==> config.mk <==
export PLATFORM = sky130hd
export DESIGN_NAME = sample_stream_ctrl
export DESIGN_NICKNAME = d
export VERILOG_FILES = /design/src/rtl/sample_stream_ctrl.sv
export SDC_FILE = /design/constraint.sdc
export NUM_CORES = 1
export LEC_CHECK = 0
export ABC_AREA = 0
export CORE_ASPECT_RATIO = 1.2
export CORE_MARGIN = 2
export CORE_UTILIZATION = 55
export CTS_BUF_LIST = sky130_fd_sc_hd__clkbuf_8
export CTS_CLUSTER_DIAMETER = 80
export DETAILED_ROUTE_END_ITERATION = 10
export GPL_ROUTABILITY_DRIVEN = 0
export PLACE_DENSITY = 0.84
export SLEW_MARGIN = 20
export SYNTH_ARGS = -nofsm -noshare
export SYNTH_HDL_FRONTEND = slang
export SYNTH_SLANG_ARGS = --single-unit
==> constraint.sdc <==
create_clock -name ACLK -period 4.55 [get_ports ACLK]
set_input_delay 0.91 -clock ACLK [delete_from_list [all_inputs] [get_ports ACLK]]
set_output_delay 0.91 -clock ACLK [all_outputs]
set_load 0.01 [all_outputs]
==> src/rtl/sample_stream_ctrl.sv <==
// Periodic sample capture sequencer: divides ACLK into a sample strobe, latches
// each sample into a one-entry AXI-Stream register and frames fixed-length packets.
module sample_stream_ctrl #(
  parameter int C_M_AXIS_DATA_WIDTH = 32,
  parameter int C_LEN_WIDTH         = 16
) (
  input  logic                           ACLK,
  input  logic                           ARESET,
  input  logic [31:0]                    clk_divider,
  input  logic [C_LEN_WIDTH-1:0]         pkt_len,
  input  logic [C_LEN_WIDTH-1:0]         pkt_count,
  input  logic                           start,
  input  logic                           stop,
  input  logic [C_M_AXIS_DATA_WIDTH-1:0] sample_data,
  output logic                           sample_stb,
  output logic [C_M_AXIS_DATA_WIDTH-1:0] M_AXIS_TDATA,
  output logic                           M_AXIS_TVALID,
  input  logic                           M_AXIS_TREADY,
  output logic                           M_AXIS_TLAST,
  output logic                           busy,
  output logic                           done,
  output logic                           cfg_err,
  output logic [15:0]                    overrun_cnt
);

  localparam logic [C_LEN_WIDTH-1:0] C_LEN_ONE = C_LEN_WIDTH'(1);

  typedef enum logic [1:0] {
    S_IDLE,
    S_RUN,
    S_DRAIN
  } state_t;

  state_t r_state;
  state_t w_nextState;

  logic [31:0]                    r_div;
  logic [31:0]                    r_divCnt;
  logic [C_LEN_WIDTH-1:0]         r_len;
  logic [C_LEN_WIDTH-1:0]         r_pktLimit;
  logic [C_LEN_WIDTH-1:0]         r_sampIdx;
  logic [C_LEN_WIDTH-1:0]         r_pktCnt;
  logic                           r_stopPend;
  logic [C_M_AXIS_DATA_WIDTH-1:0] r_tdata;
  logic                           r_tvalid;
  logic                           r_tlast;
  logic                           r_cfgErr;
  logic [15:0]                    r_overrun;
  logic                           r_done;

  logic                   w_run;
  logic                   w_divWrap;
  logic                   w_stb;
  logic                   w_accept;
  logic                   w_load;
  logic                   w_drop;
  logic                   w_lastLoad;
  logic [C_LEN_WIDTH-1:0] w_pktNext;
  logic                   w_pktLimitHit;
  logic                   w_stopReq;
  logic                   w_cfgOk;
  logic                   w_idleStart;
  logic                   w_drainDone;

  assign w_run         = (r_state == S_RUN);
  assign w_divWrap     = (r_divCnt == (r_div - 32'd1));
  assign w_stb         = w_run && w_divWrap;
  assign w_accept      = r_tvalid && M_AXIS_TREADY;
  // A strobe may load while the current beat is being accepted, so no bubble.
  assign w_load        = w_stb && (!r_tvalid || M_AXIS_TREADY);
  assign w_drop        = w_stb && r_tvalid && !M_AXIS_TREADY;
  assign w_lastLoad    = w_load && (r_sampIdx == (r_len - C_LEN_ONE));
  assign w_pktNext     = r_pktCnt + C_LEN_ONE;
  assign w_pktLimitHit = (r_pktLimit != '0) && (w_pktNext == r_pktLimit);
  assign w_stopReq     = r_stopPend || stop;
  assign w_cfgOk       = (clk_divider >= 32'd2) && (pkt_len != '0);
  assign w_idleStart   = (r_state == S_IDLE) && start;

  always_ff @(posedge ACLK) begin
    if (ARESET) begin
      r_state <= S_IDLE;
    end else begin
      r_state <= w_nextState;
    end
  end

  always_comb begin
    w_nextState = r_state;
    w_drainDone = 1'b0;
    unique case (r_state)
      S_IDLE: begin
        if (w_idleStart && w_cfgOk) begin
          w_nextState = S_RUN;
        end
      end
      S_RUN: begin
        // Stop only ever takes effect on a packet boundary.
        if (w_lastLoad && (w_stopReq || w_pktLimitHit)) begin
          w_nextState = S_DRAIN;
        end else if (w_stopReq && (r_sampIdx == '0) && !w_load) begin
          w_nextState = S_DRAIN;
        end
      end
      S_DRAIN: begin
        if (!r_tvalid || M_AXIS_TREADY) begin
          w_nextState = S_IDLE;
          w_drainDone = 1'b1;
        end
      end
      default: begin
        w_nextState = S_IDLE;
      end
    endcase
  end

  always_ff @(posedge ACLK) begin
    if (ARESET) begin
      r_div      <= '0;
      r_divCnt   <= '0;
      r_len      <= '0;
      r_pktLimit <= '0;
      r_sampIdx  <= '0;
      r_pktCnt   <= '0;
      r_stopPend <= 1'b0;
      r_tdata    <= '0;
      r_tvalid   <= 1'b0;
      r_tlast    <= 1'b0;
      r_cfgErr   <= 1'b0;
      r_overrun  <= '0;
      r_done     <= 1'b0;
    end else begin
      r_done <= w_drainDone;

      if (w_idleStart) begin
        r_cfgErr <= !w_cfgOk;
        if (w_cfgOk) begin
          r_div      <= clk_divider;
          r_len      <= pkt_len;
          r_pktLimit <= pkt_count;
          r_divCnt   <= '0;
          r_sampIdx  <= '0;
          r_pktCnt   <= '0;
          r_stopPend <= 1'b0;
          r_overrun  <= '0;
        end
      end

      if (w_run) begin
        r_divCnt <= w_divWrap ? 32'd0 : (r_divCnt + 32'd1);
        if (stop) begin
          r_stopPend <= 1'b1;
        end
      end

      if (w_load) begin
        r_tdata  <= sample_data;
        r_tlast  <= w_lastLoad;
        r_tvalid <= 1'b1;
        if (w_lastLoad) begin
          r_sampIdx <= '0;
          r_pktCnt  <= w_pktNext;
        end else begin
          r_sampIdx <= r_sampIdx + C_LEN_ONE;
        end
      end else if (w_accept) begin
        r_tvalid <= 1'b0;
        r_tlast  <= 1'b0;
      end

      // Dropped samples leave the sample index untouched so packets stay exact.
      if (w_drop && (r_overrun != 16'hFFFF)) begin
        r_overrun <= r_overrun + 16'd1;
      end
    end
  end

  assign sample_stb    = w_stb;
  assign M_AXIS_TDATA  = r_tdata;
  assign M_AXIS_TVALID = r_tvalid;
  assign M_AXIS_TLAST  = r_tlast;
  assign busy          = (r_state != S_IDLE);
  assign done          = r_done;
  assign cfg_err       = r_cfgErr;
  assign overrun_cnt   = r_overrun;

endmodule

==> results_dict.tcl <==
set metrics [dict create \
    status "completed" \
    p_per_area_nw_per_um2 273 \
    rows 54 \
    ant_nets 0 \
    max-vdd-ir-drop_mv 0.167 \
    synth_mux_area_frac 0.0776 \
    fin_tns_setup_ns 0 \
    report.final.hold_viol_count 0 \
    worstSetupPathType "reg -> out" \
    switching_share 0.280 \
    worstSetupStartpointType "register" \
    port_buffers 154 \
    p_clk_frac 0.304 \
    multi_input_area_um2 6140 \
    ys_seq_elements 183 \
    synth_async_sr_flop_share 0 \
    synth_edf_count 0 \
    syn_area_um2 10100 \
    fp.dieArea_um2 19500 \
    worstSkewPairLatency_ns 0.47 \
    critical-path-top-delay-family "simple AND/OR/NAND/NOR gates" \
    placed_cells 1553 \
    coreArea_um2 18100 \
    grt_pass1_vias 8624 \
    max_slew_margin 0.489 \
    pwr-share-seq 0.511 \
    clkSinkCount 183 \
    wl_per_cell_um 16.1 \
    holdPathStages 2 \
    synth.distinct_cells 75 \
    setup_violations 0 \
    drc_errors 0 \
    synth_compound_area_frac 0.149 \
    cts_hold_buf 0 \
    power.switching_w 0.000933 \
    nNetsFinal 1462 \
    track_usage 0.264 \
    synth_top_family_by_area "simple AND/OR/NAND/NOR gates" \
    clock_skew_ns 0.0130 \
    crit_buf_inv 1 \
    design_area_um2 12200 \
    max_cap_violations 0 \
    synth_most_common_cell "dfxtp_1" \
    avgSynthCellArea_um2 8.25 \
    netlist.area_leader.share 0.363 \
    antenna_found_initial 1 \
    place_area_um2 11800 \
    cts_tree "yes" \
    crit_cells 8 \
    fp.dieW_um 128 \
    max_slew.worst_pin.slew_ns 0.764 \
    dpl.hpwl_um 19000 \
    num_vias 9343 \
    syn_inst 1225 \
    combPwrFrac 0.185 \
    crit_path_max_fanout 6 \
    worstPathRequired_ns 3.64 \
    drt-initial-drc-count 706 \
    p_total_w 0.00333 \
    maxSlewViolCount 0 \
    ios 155 \
    synth_xor_area_frac 0.0823 \
    worst_ep_arrival_time_ns 3.42 \
    first_pass_iters 5 \
    yosys-top-cells-count "dfxtp_1, nand2_1, nor2_1" \
    grt_pass1_wl_um 42100 \
    drive_above_1_share 0.0703 \
    yosys_most_used_dff "dfxtp_1" \
    ff_latch_area_um2 3660 \
    rsz0062_at_grt "no" \
    cp_cell_sequence "or4_4 > or4b_4 > nor3_2 > xnor2_1 > nand3_1 > nor4b_4 > and3_4 > dlygate4sd2_1" \
    area_delta_synth_final_pct 20.8 \
    synth.area.top_cells "dfxtp_1, mux2i_1, nand2_1" \
    finalCriticalPeriod_ns 4.33 \
    grt_max_degree 61 \
    ys_warn_count 0 \
    synth_nets 1333 \
    synth_largest_area_cell "dfxtp_1" \
    clock_path_buffers 2 \
    seq_area_frac_synth 0.363 \
    cp-end-kind "output pin" \
    reg2reg_depth 9 \
    cts_root_buf "clkbuf_8" \
    fin_crit_sh 0.952 \
    die_y_um 152 \
    clk_pin_slew_ns 0.09 \
    vias_per_cell 5.87 \
    layoutNonFillerInstCount 1591 \
    cp_slowest_stage_delay_ns 0.59 \
    p_leak_nw 4.77 \
    p_int_w 0.00240 \
    synthAdderAreaFrac 0.00867 \
    hp-class "reg -> reg" \
    fillers 1480 \
    drt_wl_total_um 25600 \
    initial_core_util 0.558 \
    yosys.area_share.simple 0.284 \
    clock.fmax_mhz 231 \
    cts_made_buffers 17 \
    htree_levels 4 \
    slowest_stage "or4b_4" \
    grt_overflow 0 \
]
## kinds of logic after synthesis
logic type / count (synthesis)
fa+ha+maj: 7
simple gates: 550
flops: 183
xor+xnor: 95
mux: 78
buf+inv: 83
compound gates: 229
## final timing paths
path                                                     from                             to  slack, ns
worst max-delay path                   r_div[19]$_SDFFE_PP0P_                     sample_stb       0.22
worst min-delay path            M_AXIS_TDATA[19]$_SDFFE_PP0P_  M_AXIS_TDATA[19]$_SDFFE_PP0P_       0.45
worst max register to register          r_len[2]$_SDFFE_PP0P_        r_pktCnt[13]$_SDFF_PP0_       0.61
worst min register to register  M_AXIS_TDATA[19]$_SDFFE_PP0P_  M_AXIS_TDATA[19]$_SDFFE_PP0P_       0.45
## cell usage in the layout (no fill, tap or decap), types with 3 or more instances in the layout
| master | n |
|---|---|
| a2111oi_0 | 4 |
| a21o_1 | 39 |
| a21oi_1 | 96 |
| a22o_1 | 12 |
| a31oi_1 | 18 |
| a41oi_1 | 5 |
| and2_1 | 8 |
| and3_1 | 22 |
| and4_1 | 4 |
| buf_4 | 23 |
| clkbuf_8 | 19 |
| clkdlybuf4s50_1 | 152 |
| clkinv_2 | 4 |
| dfxtp_1 | 183 |
| ha_1 | 6 |
| inv_1 | 21 |
| mux2_2 | 3 |
| mux2i_1 | 75 |
| nand2_1 | 142 |
| nand2b_1 | 45 |
| nand3_1 | 51 |
| nand3b_1 | 9 |
| nand4_1 | 22 |
| nor2_1 | 119 |
| nor2b_1 | 7 |
| nor3_1 | 24 |
| nor3_2 | 3 |
| nor4_1 | 29 |
| nor4_4 | 3 |
| o211ai_1 | 3 |
| o21a_1 | 3 |
| o21ai_0 | 18 |
| o2bb2ai_1 | 5 |
| or2_2 | 11 |
| or3_1 | 19 |
| or4_1 | 7 |
| or4_4 | 3 |
| or4b_4 | 3 |
| xnor2_1 | 59 |
| xor2_1 | 36 |
## worst register-to-register path: cells and delay by family, from the launching register on
kind             cells  cell delay, ns
AO/OA/AOI/OAI        3            1.45
flip-flops           1            0.37
AND/OR/NAND/NOR      5            1.86
XOR/XNOR             1            0.16
## power groups by stage
stage / Sequential, W / Clock (W) / Combinational, W
finish: 0.00170 / 0.00101 / 0.000617
global route: 0.00171 / 0.00110 / 0.000673
CTS: 0.00170 / 0.00103 / 0.000613
detailed placement: 0.00174 / 0 / 0.000591
global placement: 0.00173 / 0 / 0.000580
floorplan: 0.00172 / 0 / 0.000410
## per-stage QoR
step / worst slack, ns / hold slack (ns) / util
2_1_floorplan: 0.974 / 0.461 / -
3_3_place_gp: 0.369 / 0.437 / 0.650
3_5_place_dp: 0.326 / 0.443 / 0.650
4_1_cts: 0.236 / 0.455 / 0.674
5_1_grt: 0.102 / 0.470 / 0.674
6_report: 0.218 / 0.450 / 0.674
## routing by layer
metal  GRT usage  vias up  part of all wire
li1            -     4615                 -
met1       0.321     4416              0.41
met5           0        -                 0
met2       0.467      250              0.51
met3      0.0449       62             0.045
met4      0.0952        0             0.029
## sequential cells by signal, indices dropped and copies added (netlist names), 2 cells and up
| register | cells |
|---|---|
| M_AXIS_TDATA | 32 |
| overrun_cnt | 16 |
| r_div | 32 |
| r_divCnt | 32 |
| r_len | 16 |
| r_pktCnt | 16 |
| r_pktLimit | 16 |
| r_sampIdx | 16 |
| r_state | 2 |
## area by class of cell
| class | instances | area share |
|---|---|---|
| inverter | 17 | 0.00523 |
| tap | 224 | 0.0230 |
| multi-input combinational | 959 | 0.503 |
| clock inverter | 12 | 0.00738 |
| sequential | 183 | 0.300 |
| clock buffer | 19 | 0.0214 |
| timing repair buffer | 176 | 0.139 |
| antenna | 1 | 0.000205 |
## timing repair
action	in CTS	in global routing
setup buffers	6	0
setup endpoints to repair	1	0
resized for setup	11	0
Power figures use the tool's default switching activity.
